===== config.mk =====
export PLATFORM = sky130hd
export DESIGN_NAME = miinst_issue_queue
export DESIGN_NICKNAME = d
export VERILOG_FILES = /design/src/rtl/miinst_issue_queue_pkg.sv /design/src/rtl/miinst_compactor.sv /design/src/rtl/miinst_issue_queue.sv
export SDC_FILE = /design/constraint.sdc
export NUM_CORES = 1
export LEC_CHECK = 0
export CORE_ASPECT_RATIO = 1.1
export CORE_UTILIZATION = 34
export DETAILED_ROUTE_END_ITERATION = 6
export GPL_TIMING_DRIVEN = 0
export SLEW_MARGIN = 20
export SYNTH_ARGS = -nofsm -noshare
export SYNTH_HDL_FRONTEND = slang
export SYNTH_SLANG_ARGS = --single-unit

===== constraint.sdc =====
create_clock -name clk -period 15.78 [get_ports clk]
set_input_delay 3.156 -clock clk [delete_from_list [all_inputs] [get_ports clk]]
set_output_delay 3.156 -clock clk [all_outputs]
set_load 0.01 [all_outputs]

===== src/rtl/miinst_issue_queue_pkg.sv =====
// Shared types and defaults for the micro-instruction issue queue.
// Purpose : defines the op encoding (miop_e), the queued record (miinst_t),
//           the canonical NOP record and the default geometry.
// Ports   : none (package).
package miinst_issue_queue_pkg;

  localparam int MIQ_FETCH_W = 4;  // slots per fetch bundle
  localparam int MIQ_DEPTH   = 8;  // queue entries, power of two
  localparam int MIQ_DEQ_W   = 2;  // ops presented to issue per cycle

  typedef enum logic [3:0] {
    MIOP_NOP = 4'd0,
    MIOP_ADD = 4'd1,
    MIOP_SUB = 4'd2,
    MIOP_MUL = 4'd3,
    MIOP_LD  = 4'd4,
    MIOP_ST  = 4'd5,
    MIOP_BR  = 4'd6
  } miop_e;

  typedef struct packed {
    miop_e      op;
    logic [7:0] tag;   // operand / bookkeeping payload carried unchanged
  } miinst_t;

  localparam miinst_t NOP_INST = '{op: MIOP_NOP, tag: 8'h00};

endpackage


===== src/rtl/miinst_compactor.sv =====
// Combinational bundle compactor.
// Purpose : removes every NOP slot from a fetch bundle (interior ones too)
//           and packs the survivors toward slot 0 in original order.
// Ports   : bundle     in  FETCH_W-slot fetch bundle, slot 0 oldest
//           packed_ops out survivors in slots 0..n_in-1, NOP above
//           n_in       out number of non-NOP slots (0..FETCH_W)
module miinst_compactor
  import miinst_issue_queue_pkg::*;
#(
  parameter int FETCH_W = MIQ_FETCH_W,
  localparam int NW = $clog2(FETCH_W + 1)
) (
  input  miinst_t          bundle     [FETCH_W],
  output miinst_t          packed_ops [FETCH_W],
  output logic [NW-1:0]    n_in
);

  // pos[i] = number of non-NOP slots strictly older than slot i, i.e. the
  // destination index of slot i when it survives.
  logic [NW-1:0] pos [FETCH_W];

  always_comb begin
    logic [NW-1:0] run;
    run = '0;
    for (int i = 0; i < FETCH_W; i++) begin
      pos[i] = run;
      run    = run + NW'(bundle[i].op != MIOP_NOP);
    end
    n_in = run;
  end

  // Output slot j picks the unique surviving input whose prefix count is j.
  always_comb begin
    for (int j = 0; j < FETCH_W; j++) begin
      packed_ops[j] = NOP_INST;
      for (int i = 0; i < FETCH_W; i++) begin
        if (bundle[i].op != MIOP_NOP && pos[i] == NW'(j))
          packed_ops[j] = bundle[i];
      end
    end
  end

endmodule


===== src/rtl/miinst_issue_queue.sv =====
// Micro-instruction issue queue (circular buffer with multi-op dequeue).
// Purpose : accepts whole FETCH_W bundles, drops NOP slots, stores survivors
//           in program order and presents up to DEQ_W oldest ops to issue.
// Ports   : clk, rstn (synchronous, active-low), flush (discard contents)
//           fet_miinst/fet_valid/fet_ready : fetch bundle handshake
//           deq_miinst/deq_count           : oldest ops, valid prefix count
//           deq_take                       : ops consumed this cycle
//           q_count                        : current occupancy
// Config  : define MIQ_BYPASS_EN to let a bundle arriving at an empty queue
//           appear on deq_* in the same cycle; otherwise enqueue-to-visible
//           latency is one cycle and deq_* depend only on registered state.
module miinst_issue_queue
  import miinst_issue_queue_pkg::*;
#(
  parameter int FETCH_W = MIQ_FETCH_W,
  parameter int DEPTH   = MIQ_DEPTH,
  parameter int DEQ_W   = MIQ_DEQ_W,
  localparam int PW = $clog2(DEPTH),
  localparam int CW = $clog2(DEPTH + 1),
  localparam int NW = $clog2(FETCH_W + 1),
  localparam int DW = $clog2(DEQ_W + 1)
) (
  input  logic          clk,
  input  logic          rstn,
  input  logic          flush,
  input  miinst_t       fet_miinst [FETCH_W],
  input  logic          fet_valid,
  output logic          fet_ready,
  output miinst_t       deq_miinst [DEQ_W],
  output logic [DW-1:0] deq_count,
  input  logic [DW-1:0] deq_take,
  output logic [CW-1:0] q_count
);

  miinst_t       entries [DEPTH];
  logic [PW-1:0] head_reg, tail_reg;
  logic [CW-1:0] count_reg;

  miinst_t       packed_ops [FETCH_W];
  logic [NW-1:0] n_in;

  miinst_compactor #(.FETCH_W(FETCH_W)) u_compactor (
    .bundle     (fet_miinst),
    .packed_ops (packed_ops),
    .n_in       (n_in)
  );

  // Only whole bundles are accepted, so room for FETCH_W is required
  // regardless of how many slots are real ops.
  assign fet_ready = (count_reg <= CW'(DEPTH - FETCH_W));
  assign q_count   = count_reg;

  logic accept;
  assign accept = fet_valid & fet_ready;

  // bypass: the packed bundle is presented directly while the queue is empty.
  logic          bypass;
  logic [CW-1:0] avail;
`ifdef MIQ_BYPASS_EN
  assign bypass = accept && (count_reg == '0);
  assign avail  = bypass ? CW'(n_in) : count_reg;
`else
  assign bypass = 1'b0;
  assign avail  = count_reg;
`endif

  assign deq_count = (avail >= CW'(DEQ_W)) ? DW'(DEQ_W) : DW'(avail);

  for (genvar gi = 0; gi < DEQ_W; gi++) begin : g_deq
    miinst_t src;
`ifdef MIQ_BYPASS_EN
    if (gi < FETCH_W) begin : g_byp
      assign src = bypass ? packed_ops[gi] : entries[head_reg + PW'(gi)];
    end else begin : g_nobyp
      assign src = entries[head_reg + PW'(gi)];
    end
`else
    assign src = entries[head_reg + PW'(gi)];
`endif
    assign deq_miinst[gi] = (DW'(gi) < deq_count) ? src : NOP_INST;
  end

  // Over-consumption is clamped to what is actually presented.
  logic [DW-1:0] take_eff, take_q, skip;
  assign take_eff = (deq_take > deq_count) ? deq_count : deq_take;
  // Bypassed ops taken this cycle never enter storage; the rest pop the head.
  assign take_q   = bypass ? '0 : take_eff;
  assign skip     = bypass ? take_eff : '0;

  logic [NW-1:0] n_wr;
  miinst_t       wr_data [FETCH_W];
  assign n_wr = n_in - NW'(skip);

  always_comb begin
    for (int i = 0; i < FETCH_W; i++) begin
      wr_data[i] = NOP_INST;
      for (int j = 0; j < FETCH_W; j++) begin
        if (j == i + int'(skip)) wr_data[i] = packed_ops[j];
      end
    end
  end

  always_ff @(posedge clk) begin
    if (!rstn || flush) begin
      head_reg  <= '0;
      tail_reg  <= '0;
      count_reg <= '0;
    end else begin
      head_reg  <= head_reg + PW'(take_q);
      if (accept) tail_reg <= tail_reg + PW'(n_wr);
      count_reg <= count_reg - CW'(take_q) + (accept ? CW'(n_wr) : '0);
    end
  end

  // Storage is not reset: contents beyond count are never presented.
  always_ff @(posedge clk) begin
    if (rstn && !flush && accept) begin
      for (int i = 0; i < FETCH_W; i++) begin
        if (NW'(i) < n_wr) entries[tail_reg + PW'(i)] <= wr_data[i];
      end
    end
  end

  always_ff @(posedge clk) begin
    if (rstn && !flush) assert (deq_take <= deq_count);
  end

endmodule


[After elaboration in Yosys (flattened, before gate mapping)]
Memory sizes are Yosys's and may differ from the RTL's. A register that Yosys moved wholly into a read port is not among the register bits.
Cells that the tools add are included.
Word-level totals
  memories: 1
  output and inout bits: 31
  memory bits (writable): 96
  logic and storage cells: 82
  input bits: 54
  flip-flop bits (word level): 10
  bits in read-only memories: 0
  latch bits: 0
Memory list
  entries: words 8, width 12, rd ports 2, clocked after memory_dff 1, write ports 4, RTL line miinst_issue_queue.sv:35  | miinst_t entries [DEPTH];
Cells by class
  $add $sub $neg: 11
  multipliers: 0
  reduce and logical (&&, ||, !) cells: 22
  mux-type cells: 29
  equal/unequal tests: 6
  bitwise gates (word level): 1
  shift-type cells: 0
  div/mod/pow operators: 0
  $lt $le $gt $ge: 9
Operator list (number)
  $mux W12: 13
  $reduce_bool A4 Y1: 4
  $eq A3 B2 Y1 const B: 4
  $logic_and A1 B1 Y1: 12
  $mux W1: 12
  $logic_not A3 Y1: 3
  $add A3 B1 Y3: 2
  $add A3 B1 Y3 const B: 2
  $add A3 B2 Y3 const B: 2
  $eq A3 B1 Y1 const B: 2
  $lt A1 B3 Y1 const A: 2
  $lt A2 B3 Y1 const A: 2
  $mux W3: 2
  $add A4 B3 Y4: 1
  $ge A4 B2 Y1 const B: 1
  $le A4 B3 Y1 const B: 1
  $lt A1 B2 Y1 const A: 2
  $mux W2: 2
  $sub A4 B2 Y4: 1
  $add A3 B2 Y3: 1
  $add A3 B3 Y3: 1
  $add A1 B1 Y2: 1
  $gt A2 B2 Y1: 1
  $logic_not A1 Y1: 2
  other kinds (2): 2

[Depth between registers and ports, before layout]
  depth in word-level cells: 8
  gate-level depth with buffers: 17
  gate-level depth less buffers: 14

[Cells and area by module]
A second synthesis with hierarchy kept.
Second synthesis, totals
  cells, all modules: 1001
  area total of the unflattened synthesis: 9676.8 um^2
By module, submodules not included
  miinst_issue_queue: instances 1, seq. area each 3083.0 um^2, area each 8166.6 um^2, cells an instance 797
  miinst_compactor: instances 1, seq. area each 0.0 um^2, area each 1510.2 um^2, cells an instance 204

[Least setup slack after synthesis]
OpenSTA, ideal clock, no wires.
  kind: input port to flip-flop
  from: input fet_miinst[21] (netlist bit)
  to: memory entries[0][0] (netlist bit) (enable)
  buffers on the path: 4
  setup time: 0.398 ns
  stages: 13
  setup slack: 8.169 ns
  arrival: 7.213 ns
  required time: 15.382 ns
  cell sequence: buf_2 > or4_1 > clkbuf_1 > clkbuf_2 > buf_2 > inv_1 > fa_1 > inv_1 > ha_1 > fa_1 > or3_1 > or4b_2 > o21ai_0
RTL lines
  from (decl): RTL line miinst_issue_queue.sv:26  | input miinst_t fet_miinst [FETCH_W],
  to (decl): RTL line miinst_issue_queue.sv:35

==> metrics.cfg <==
[detailed_routing]
route.vias.total=8199
post-route-drc-count=0
wire_length_after_detailed_routing_um=30980
drt.antenna.violating_nets=0
route.detailed.wl_per_inst_um=23.94
drtIter0Drc=898
drtPass1Iterations=5
vias_per_cell=6.336

[worst_setup_path]
r2r.worst_path.cells=8
start_kind=input port
worst_setup_path_end_kind=flop
critical_path_cell_by_cell=buf_2 > or4_1 > clkbuf_1 > clkbuf_2 > buf_2 > inv_1 > fa_1 > inv_1 > ha_1 > fa_1 > a21oi_1 > nor4_1 > nand2_1 > nor3b_1 > clkbuf_1 > a221oi_1
crit_path_max_fanout=10
crit_buf_inv=7
cp_data_required_time_ns=15.85
category_of_cells_accounting_for_the_largest_share_of_critical_path_delay=buffers and inverters
crit_path_top_delay_cell=fa_1
cp_slowest_stage_delay_ns=0.69
timing_worst_setup_path_type=in2reg
worst-path-stages=16
crit-reg2reg-launch=tail_reg[1]$_SDFFE_PP0P_
reg2reg_to=entries[4][3]$_DFFE_PP_
worst_ep_arrival_time_ns=8.46
regToRegSetupSlack_ns=11.81

[finish]
final_area_um2=10450
antennaDiodeCount=0
multi_input_area_um2=5383
post_route_cells_drive_above_1_share_pct=13.40
finish.net_count=1023
fin_util_pct=41.12
top_register=entries
area_delta_synth_final_pct=18.38
fin_cells=1294
layout.area.seq_um2=3083
n_fill_cell=2475
flip_flop_count_of_the_largest_register_all_copies_and_words_added=96

[yosys]
syn_area_um2=8827
synth_top_cells_by_count=edfxtp_1 (96), o22ai_1 (81), a221oi_1 (64)
ys_async_sr_fraction_pct=0
yosysWarningCount=0
synth.most_common_cell=edfxtp_1
synth-main-ff-cell=edfxtp_1
synth_top_cell_area_share_pct=32.66
synth_cell_type_count=60
synthesis.instances=848
synth_fp_nets=928
postSynthRegisterBits=106
synth.area.top_cells=edfxtp_1 (33%), mux4_2 (12%), a221oi_1 (6.4%), o22ai_1 (5.7%), mux2i_1 (4.4%)
synth-edff-count=96
postSynthAreaPerCell_um2=10.41
post-synth-top-area-cell=edfxtp_1
synth.yosys.seq_area_share_pct=34.93

[floorplanning]
initial_standard_cell_utilization_of_the_core_pct=34.73
die_h_um=171.0
core_region_area_um2=25420
ioPinCount=85
floorplan.die.width_um=155.6
die-area_um2=26610
num_rows=61

[timing]
report.final.setup_viol=0
drv_slew=0
timing.slew.headroom_pct=23.20
timing.final.crit_period_ns=8.390
hold_ws_ns=0.6935
worst_clock_skew_ns=0.009498
clock.fmax_ghz=0.1192
max_slew.worst_pin.slew_ns=1.138
setup-tns-final_ns=0
finalCritPeriodShare_pct=53.17
layout_setup_ws_ns=7.390
hold_viol_final=0
setup_repair_after_global_routing_missed_its_margin=false

[global_routing]
first_global_vias=8088
grtUsageTotal_pct=23.48
global_route_wire_length_before_repair_um=47350
grt_remaining_overflow=0
antenna_found_initial=1
grt_start_max_net_pins=23

[placement]
dp_slack_ns=7.287
place_area_um2=10140
port-buffer-count=80
detailed_place_hpwl_um=24810
gp_congestion=0.9288
numPlacedInstances=1278

[status]
status=finished, final reports clean

[clock_network]
numClockSinks=106
clk_transition_reported_paths_ns=0.08
cts_hold_buffers_added=0
postCtsSetupRepairBufs=0
cts_root_buffer=clkbuf_16
clock_tree_from_tritoncts=built
cts-buffers-inserted=9
count_of_cells_resized_by_post_cts_repair=0
clkLatencyLatePin_ns=0.36
cts-root-to-sink-buffers=2
cts_htree_levels=3

[worst_hold_path]
timing.hold.worst.start=head_reg[0]$_SDFF_PP0_
holdPathStages=2
hold_end=head_reg[0]$_SDFF_PP0_
holdCritPathClass=reg2reg

[flow_run]
cap_viol_max_count=0

[power]
powerDensity_nw_per_um2=104.6
irDropWorstVdd_v=0.00005157
p_leak_nw=3.480
report.power.total_mw=1.093

==> per-layer routing <==
layer  part of all wire (%)  global-route usage, %
met3                    7.7                  3.090
met5                  0.042                      0
met4                    2.7                  8.142
met1                     42                  31.04
met2                     47                  39.42
==> cell families (layout without fill, tap and decap cells) <==
kind of cell / after synthesis / in the layout / synth area share [%]
AOI/OAI and AO/OA: 257 / 257 / 21.40
xor gates and xnor gates: 11 / 11 / 1.091
adders and majority gates: 26 / 26 / 4.196
buffers and inverters: 94 / 194 / 4.437
DFF: 106 / 106 / 34.93
muxes: 113 / 113 / 19.99
and+or+nand+nor: 241 / 241 / 13.96
==> area by class of cell <==
cell class / instances / share of cell area (%)
multi-input cells: 648 / 51.51
flip-flops and latches: 106 / 29.50
repair buffers: 84 / 8.094
well taps: 346 / 4.143
plain buffers: 76 / 3.101
clock buffers: 9 / 2.155
clock inverters: 7 / 0.8501
inverters: 18 / 0.6466
==> worst max path at each step <==
stage | startpoint | end
3_5_place_dp | fet_miinst[21] | entries[5][2]$_DFFE_PP_
6_report | fet_miinst[21] | entries[5][6]$_DFFE_PP_
5_1_grt | fet_miinst[21] | entries[5][6]$_DFFE_PP_
3_3_place_gp | fet_miinst[21] | entries[5][7]$_DFFE_PP_
2_1_floorplan | fet_miinst[21] | entries[0][0]$_DFFE_PP_
4_1_cts | fet_miinst[21] | entries[5][2]$_DFFE_PP_
==> where the power goes <==
group / switching, mW / internal, mW
clock: 0.115 / 0.115
combinational: 0.278 / 0.241
sequential: 0.0138 / 0.330
total: 0.407 / 0.686
==> layout by cell type, fill, tap and decap left out, types with 4 or more instances in the layout <==
cell	instances
o21ai_1	8
a32o_1	4
nand3b_1	10
and2_1	13
clkbuf_1	52
o221ai_1	6
edfxtp_1	96
o21ai_2	8
fa_1	6
xor2_1	6
nor2_1	47
buf_6	6
clkdlybuf4s50_1	80
buf_2	15
inv_1	18
clkbuf_16	9
a221oi_1	64
and3_1	25
a221o_1	18
a31oi_1	11
or4_1	6
nand2_1	58
xnor2_1	5
o22a_1	4
a21oi_1	20
dfxtp_1	10
buf_1	5
mux2i_1	39
nor3_1	12
mux2_2	26
nor2b_1	6
mux4_2	48
nor4_1	9
a22o_1	6
o21ai_0	12
o22ai_1	81
nand3_1	33
nand2b_1	6
ha_1	20
==> worst register-to-register path, delay by kind of cell (launching register included) <==
kind / cells / cell delay (ns)
compound gates: 3 / 1.66
fa+ha+maj: 1 / 0.35
buf+inv: 3 / 1.03
flops: 1 / 0.40
simple gates: 1 / 0.26
Note: power is estimated with default switching activity, not from simulation.
